File: config.mk
export PLATFORM = sky130hd
export DESIGN_NAME = irq_ctrl
export DESIGN_NICKNAME = d
export VERILOG_FILES = /design/src/rtl/irq_ctrl.sv
export SDC_FILE = /design/constraint.sdc
export NUM_CORES = 1
export LEC_CHECK = 0
export BUFFER_PORTS_ARGS = -buffer_cell sky130_fd_sc_hd__buf_2
export CAP_MARGIN = 20
export CORE_MARGIN = 3
export CORE_UTILIZATION = 53
export CTS_CLUSTER_DIAMETER = 120
export DETAILED_ROUTE_END_ITERATION = 8
export PLACE_DENSITY = 0.81
export SETUP_SLACK_MARGIN = 0.4
export SYNTH_ARGS = -nofsm -noshare
export SYNTH_HDL_FRONTEND = slang
export SYNTH_SLANG_ARGS = --single-unit
File: constraint.sdc
create_clock -name clock -period 2.7 [get_ports clock]
set_clock_uncertainty 0.05 [all_clocks]
set_input_delay 0.135 -clock clock [delete_from_list [all_inputs] [get_ports clock]]
set_output_delay 0.135 -clock clock [all_outputs]
set_load 0.1 [all_outputs]
File: src/rtl/irq_ctrl.sv
// irq_ctrl: 8-source fixed-priority interrupt controller with MASK/PEND/STAT.
// Define IRQC_EDGE_EN for rising-edge request capture; default is level.
module irq_ctrl #(
    parameter int VEC_STEP = 2
) (
    input  logic        clock,
    input  logic        locked,
    input  logic [7:0]  src,
    input  logic        cfg_we,
    input  logic [1:0]  cfg_addr,
    input  logic [7:0]  cfg_din,
    output logic [7:0]  cfg_dout,
    input  logic        cpu_ie,
    output logic        irq,
    output logic [15:0] irq_vec,
    input  logic        ack,
    input  logic        reti
);

    typedef enum logic [1:0] {
        IDLE    = 2'd0,
        REQ     = 2'd1,
        SERVICE = 2'd2
    } state_t;

    state_t     state;
    state_t     state_n;
    logic [7:0] mask;
    logic [7:0] pend;
    logic [7:0] pend_n;
    logic [7:0] set_v;
    logic [7:0] clr_v;
    logic [7:0] req_v;
    logic [2:0] idx;
    logic [2:0] idx_n;
    logic [2:0] low;
    logic       ack_clr;
    logic       busy;
    logic [15:0] vec;

`ifdef IRQC_EDGE_EN
    logic [7:0] src_q;

    // Previous source levels for rising-edge detection
    always_ff @(posedge clock) begin
        if (!locked) src_q <= 8'h00;
        else         src_q <= src;
    end

    assign set_v = src & ~src_q;
`else
    assign set_v = src;
`endif

    assign req_v = pend & mask;

    // Lowest set bit wins: bit 0 has the highest priority
    always_comb begin
        low = 3'd0;
        for (int i = 7; i >= 0; i--) begin
            if (req_v[i]) low = 3'(i);
        end
    end

    // Next-state logic; idx is captured only when leaving IDLE
    always_comb begin
        state_n = state;
        idx_n   = idx;
        ack_clr = 1'b0;
        unique case (state)
            IDLE: begin
                if (cpu_ie && (req_v != 8'h00)) begin
                    state_n = REQ;
                    idx_n   = low;
                end
            end
            REQ: begin
                if (ack) begin
                    state_n = SERVICE;
                    ack_clr = 1'b1;
                end else if (!(pend[idx] && mask[idx]) || !cpu_ie) begin
                    state_n = IDLE;
                end
            end
            SERVICE: begin
                if (reti) state_n = IDLE;
            end
            default: state_n = IDLE;
        endcase
    end

    // W1C from the bus and ack clear; a new request in the same cycle wins
    always_comb begin
        clr_v = 8'h00;
        if (cfg_we && (cfg_addr == 2'd1)) clr_v = cfg_din;
        if (ack_clr) clr_v = clr_v | (8'h01 << idx);
        pend_n = (pend & ~clr_v) | set_v;
    end

    // State, priority index and register file
    always_ff @(posedge clock) begin
        if (!locked) begin
            state <= IDLE;
            idx   <= 3'd0;
            pend  <= 8'h00;
            mask  <= 8'h00;
        end else begin
            state <= state_n;
            idx   <= idx_n;
            pend  <= pend_n;
            if (cfg_we && (cfg_addr == 2'd0)) mask <= cfg_din;
        end
    end

    assign busy    = (state != IDLE);
    assign irq     = (state == REQ);
    assign vec     = 16'(VEC_STEP) * (16'(idx) + 16'd1);
    assign irq_vec = busy ? vec : 16'h0000;

    // Register read mux
    always_comb begin
        cfg_dout = 8'h00;
        unique case (1'b1)
            (cfg_addr == 2'd0): cfg_dout = mask;
            (cfg_addr == 2'd1): cfg_dout = pend;
            (cfg_addr == 2'd2): cfg_dout = {busy, 4'b0000, idx};
            default:            cfg_dout = 8'h00;
        endcase
    end

endmodule

==> results of run 1 <==
## area by class of cell
class / count / area share [%]
clock buffer: 3 / 1.39
clock inverter: 1 / 0.308
inverter: 9 / 2.08
multi-input combinational: 124 / 53.0
sequential: 21 / 25.9
tap: 28 / 2.16
timing repair buffer: 43 / 15.2
## stage by stage
stage	utilization (%)	power [mW]	cells
floorplan	-	0.546	172
global placement	65.7	0.572	219
detailed placement	65.7	0.577	219
CTS	69.5	0.735	229
global route	69.5	0.765	229
finish	69.5	0.738	229
## power by group through the flow
stage	clock network (mW)	logic (mW)	registers [mW]
floorplan	0	0.202	0.344
global placement	0	0.223	0.349
detailed placement	0	0.228	0.349
CTS	0.158	0.235	0.342
global route	0.170	0.249	0.345
finish	0.159	0.236	0.343
## synth_stat cells (all sizes together) (2+ instances only)
cell type and n:
nand3 2, inv 9, mux2i 16, o21a 6, clkbuf 4, dfxtp 21, mux4 2, a22oi 4
ha 6, and2 2, o21ai 6, a21oi 4, buf 14, nor2b 13, nor2 11, a32oi 3
a21boi 2, a221oi 6, nand2 18
## layout by cell type (no fill, tap or decap)
cell type,instances
nor2b_2,1
buf_4,1
o211ai_1,1
mux4_2,2
and3b_1,1
nor4_2,1
nand4_1,1
nor2_1,10
and2_1,2
a22oi_1,4
o21ai_1,4
mux2i_1,16
a221oi_1,6
inv_1,8
a31oi_1,1
conb_1,12
clkinv_2,1
inv_2,1
dfxtp_1,21
nand2_1,18
nor2b_1,12
nor3b_1,1
a41o_1,1
o221a_2,1
nand3_1,2
clkbuf_4,3
o21ai_0,2
dlygate4sd3_1,6
nor2_2,1
a21boi_0,2
a32o_2,1
nand3b_1,1
o211a_1,1
a21oi_1,4
ha_1,6
o21a_1,6
buf_2,36
a32oi_1,3
## state kept, by name, indices dropped and copies added, names as in the netlist
signal	count
idx	3
mask	8
pend	8
state	2
## critical path, stage by stage, from the launching register on
cell and delay [ns]:
dfxtp_1 0.48, ha_1 0.22, ha_1 0.23, nor2_1 0.11
buf_2 0.43
## layer usage
| layer | part of all wire [%] | track usage (%) | vias up |
|---|---|---|---|
| met2 | 48 | 38.3 | 63 |
| li1 | - | - | 629 |
| met4 | 1.9 | 6.29 | 0 |
| met1 | 42 | 27.9 | 619 |
| met5 | 0 | 0 | - |
| met3 | 7.9 | 7.01 | 10 |
## logic make-up (layout without fill, tap and decap cells)
family | Yosys count | count (layout) | synth area share, %
AND/OR/NAND/NOR | 51 | 51 | 18.2
other | 1 | 12 | 0.271
flip-flops | 21 | 21 | 30.4
AO/OA/AOI/OAI | 37 | 37 | 19.9
buffers and inverters | 27 | 56 | 10.9
adder cells (fa/ha/maj) | 6 | 6 | 5.43
multiplexers | 18 | 18 | 14.8
## final timing paths
| kind | start | endpoint | slack, ns | cells past startpoint |
|---|---|---|---|---|
| max | idx[0] | irq_vec[3] | 0.72 | 4 |
| min reg2reg | mask[4] | mask[4] | 0.52 | 2 |
| max reg2reg | idx[0] | pend[2] | 1.28 | 4 |
| min | src[7] | pend[7] | -0.002 | 3 |
## what timing repair did
item / CTS / global route
setup endpoints to repair: 0 / 0
hold buffers: 6 / 0
endpoints found under the hold margin: 6 / 0
==> impl_metrics.csv, run 1 <==
group,metric,value,unit
detailed_routing,totalWireLength,3.61,mm
sta,setup_viol,0,
global_route,grt_util_all_layers,22.7,%
synthesis,avgSynthCellArea,8.59,um^2
finish,multiInputGateArea,861,um^2
floorplan,fp.dieH,57.1,um
setup_path,critPathMaxFanout,6,
power,p_int,436,uW
power,combPwrFrac,31.9,%
floorplan,die_w,57.1,um
job,drv_cap,0,
sta,min_period,1.98,ns
setup_path,critPathLaunchType,"register",
floorplan,pin_count,49,
detailed_routing,dr.pass1.iters,5,
synthesis,yosys.area.top_type,"dfxtp_1",
place,place_congestion,0.911,
setup_path,setup.worst_path.class,"register to output pin",
sta,tightestPinTransition,0.711,ns
place,io_buffer_count,36,
sta,max_slew_margin,52.5,%
power,p_leak,0.750,nW
cts,cts.clk_slew.worst_paths,0.12,ns
cts,post_cts_buffers,0,
cts,htreeDepth,1,
cts,worstSkewPairLatency,0.31,ns
power,swShare,40.8,%
synthesis,netlist_area,0.00138,mm^2
synthesis,syn_inst,161,
floorplan,num_rows,17,
sta,setup_slack,0.725,ns
sta,rsz0062_at_grt,"false",
floorplan,die_area,0.00326,mm^2
sta,hold_violations,2,
global_route,grt_max_degree,24,
global_route,antenna_found_initial,0,
outcome,violations,"hold timing",
place,pre_cts_slack,1.04,ns
finish,n_antenna_cell,0,
setup_path,endpoint_kind,"output pin",
detailed_routing,avgViaCountPerCell,5.77,
global_route,grt_pass1_vias,1287,
synthesis,synth-edff-count,0,
outcome,outcome,"complete, but fails checks",
floorplan,core,0.00234,mm^2
detailed_routing,drt_iter0_drc,45,
cts,cts_buffers,3,
cts,clock_path_buffers,2,
global_route,grt_overflow,0,
synthesis,synth_flop_cell,"dfxtp_1",
sta,finalSetupTns,0,ns
power,p_clk_share,21.5,%
synthesis,ys_seq_area_share,30.4,%
synthesis,synth_top_area_share,30.4,%
sta,slew_viol_final,0,
global_route,grt_first_pass_wirelength,5.89,mm
finish,n_fill_cell,183,
detailed_routing,via_count,1321,
finish,regArea,420,um^2
floorplan,initial_core_util,59.1,%
place,dp_hpwl,2.87,mm
setup_path,critPathRequiredTime,2.52,ns
power,ir_drop,0.477,mV
finish,fin_nets,232,
min_path,min_path_type,"primary input to register",
power,pwr-share-seq,46.5,%
synthesis,synth_area_leaders,"dfxtp_1, mux2i_1, buf_4",
finish,area_growth,17.6,%
power,p_sw,301,uW
cts,cts_tree,"built",
sta,fin_crit_sh,73.2,%
sta,fmax,0.506,GHz
sta,hold_slack,-0.00248,ns
setup_path,arrival,1.79,ns
detailed_routing,drc,0,
cts,cts_resized,0,
place,placed_area,0.00154,mm^2
synthesis,yosys_warnings,0,
power,cellPowerDensity,454,mW/mm^2
synthesis,synth-seq-cells,21,
synthesis,ys_types,34,
cts,clock_sinks,21,
finish,drive_above_1_share,24.4,%
finish,fin_area,0.00163,mm^2
synthesis,synthArstFlopShare,0,%
cts,ctsRootBufferMaster,"clkbuf_4",
detailed_routing,detail-route-antenna-nets,0,
detailed_routing,wire_per_inst,15.8,um
Note: power is estimated with default switching activity, not from simulation.
==> inputs of run 2 (changes only) <==
CORE_UTILIZATION = 49   (was 53)
PLACE_DENSITY = 0.76   (was 0.81)
clock period = 2 ns   (was 2.7 ns; I/O delays follow)
==> impl_metrics.csv, run 2 (synthesis results as in run 1) <==
group,metric,value,unit
min_path,min_delay_worst_endpoint,"mask[1]",
detailed_routing,dr.pass1.iters,7,
finish,final_cell_mix,"buf_2, nand2_1, dfxtp_1",
floorplan,initial_core_util,53.4,%
power,cellPowerDensity,555,mW/mm^2
sta,setup_viol,0,
cts,clock_sinks,21,
detailed_routing,wire_per_inst,15.4,um
global_route,met3_usage,1.96,%
sta,slew_viol_final,0,
floorplan,die_area,0.00350,mm^2
global_route,grt_max_degree,24,
global_route,grtUsageMet2,35.6,%
setup_path,arrival,1.42,ns
finish,final_common_cell,"buf_2",
finish,drive_above_1_share,33.5,%
global_route,grt_use_met1,32.4,%
job,drv_cap,0,
min_path,min_path_type,"primary input to register",
global_route,grt_first_pass_wirelength,5.88,mm
sta,hold_violations,0,
finish,area_growth,30.5,%
detailed_routing,via_count,1275,
outcome,outcome,"completed",
detailed_routing,totalWireLength,3.63,mm
cts,worstSkewPairLatency,0.30,ns
cts,htreeDepth,1,
power,ir_drop,0.415,mV
min_path,hold_start,"cfg_din[1]",
setup_path,critPathRequiredTime,1.85,ns
setup_path,setup.worst_path.class,"register to output pin",
sta,fin_crit_sh,78.4,%
min_path,whs_path_depth,3,
finish,largestRegisters,"mask: 8 flops, pend: 8 flops, idx: 3 flops",
detailed_routing,detail-route-antenna-nets,0,
setup_path,timing.rr.start,"mask[3]",
place,placed_area,0.00159,mm^2
place,io_buffer_count,36,
sta,fmax,0.638,GHz
global_route,grt_util_all_layers,22.4,%
finish,fin_area,0.00180,mm^2
sta,finalSetupTns,0,ns
place,place_congestion,0.818,
detailed_routing,avgViaCountPerCell,5.40,
floorplan,num_rows,18,
floorplan,die_w,59.1,um
finish,post_layout_nonfiller_instances,236,
global_route,grt_pass1_vias,1200,
setup_path,reg2reg_to,"idx[0]",
detailed_routing,drc,0,
floorplan,core,0.00259,mm^2
sta,min_period,1.57,ns
cts,cts_buffers,3,
power,p_leak,0.800,nW
floorplan,fp.dieH,59.1,um
place,dp_cells,222,
floorplan,pin_count,49,
setup_path,reg2reg_slack,0.56,ns
global_route,grt.busiest_layer,"met2",
global_route,antenna_found_initial,0,
setup_path,critPathLaunchType,"register",
cts,cts.clk_slew.worst_paths,0.12,ns
place,dp_hpwl,2.77,mm
finish,n_antenna_cell,0,
detailed_routing,drt_iter0_drc,54,
setup_path,endpoint_kind,"output pin",
cts,cts_tree,"built",
finish,fin_nets,237,
sta,rsz0062_at_grt,"true",
global_route,grt_overflow,0,
cts,ctsRootBufferMaster,"clkbuf_4",
setup_path,critPathMaxFanout,5,
setup_path,reg2reg_depth,4,
cts,clock_path_buffers,2,
run 2: cell type report:
| type | instances | area (um^2) |
|---|---|---|
| Clock buffer | 4 | 26.3 |
| Sequential cell | 21 | 432 |
| Tap cell | 30 | 37.5 |
| Fill cell | 215 | 786 |
| Inverter | 9 | 37.5 |
| Multi-Input combinational cell | 124 | 937 |
| Timing Repair Buffer | 48 | 334 |
run 2: worst max-delay path by stage:
stage	cells after the start	start	endpoint	slack, ns
finish	4	idx[1]	irq_vec[2]	0.43
global route	2	state[0]	irq	0.37
CTS	4	idx[2]	irq_vec[3]	0.39
detailed placement	4	idx[0]	irq_vec[3]	0.43
global placement	4	idx[0]	irq_vec[3]	0.46
floorplan	4	state[0]	pend[3]	0.13
run 2: timing repair:
| action | in CTS | in global routing |
|---|---|---|
| pin swaps | 1 | 2 |
| setup buffers | 1 | 1 |
| hold buffers | 8 | 0 |
| gates cloned | 0 | 0 |
| endpoints found under the hold margin | 8 | 0 |
| endpoints found under the setup margin | 3 | 7 |
| resized for setup | 17 | 9 |
run 2: per-stage QoR:
stage	total power [mW]	setup slack [ns]	utilization, %	hold slack, ns
2_1_floorplan	0.745	0.134	-	0.174
3_3_place_gp	0.782	0.455	61.4	0.258
3_5_place_dp	0.786	0.434	61.4	0.266
4_1_cts	1.01	0.390	68.0	0.00284
5_1_grt	1.05	0.369	69.7	0.0239
6_report	1.00	0.433	69.7	0.00994
run 2: report_power, final:
part,internal (mW),total [mW],switching [mW]
combinational,0.0852,0.333,0.248
clock,0.0777,0.209,0.131
sequential,0.435,0.459,0.0240
run 2: routing by layer:
metal / routed length (um) / vias to the layer above
met5: 0 / -
met4: 34 / 0
met3: 193 / 4
met2: 1690 / 43
met1: 1710 / 580
li1: - / 648
run 2: critical path, cell delays in order (launching register included):
cell	delay, ns
dfxtp_4	0.41
inv_2	0.08
ha_1	0.26
nor2b_2	0.17
buf_12	0.19
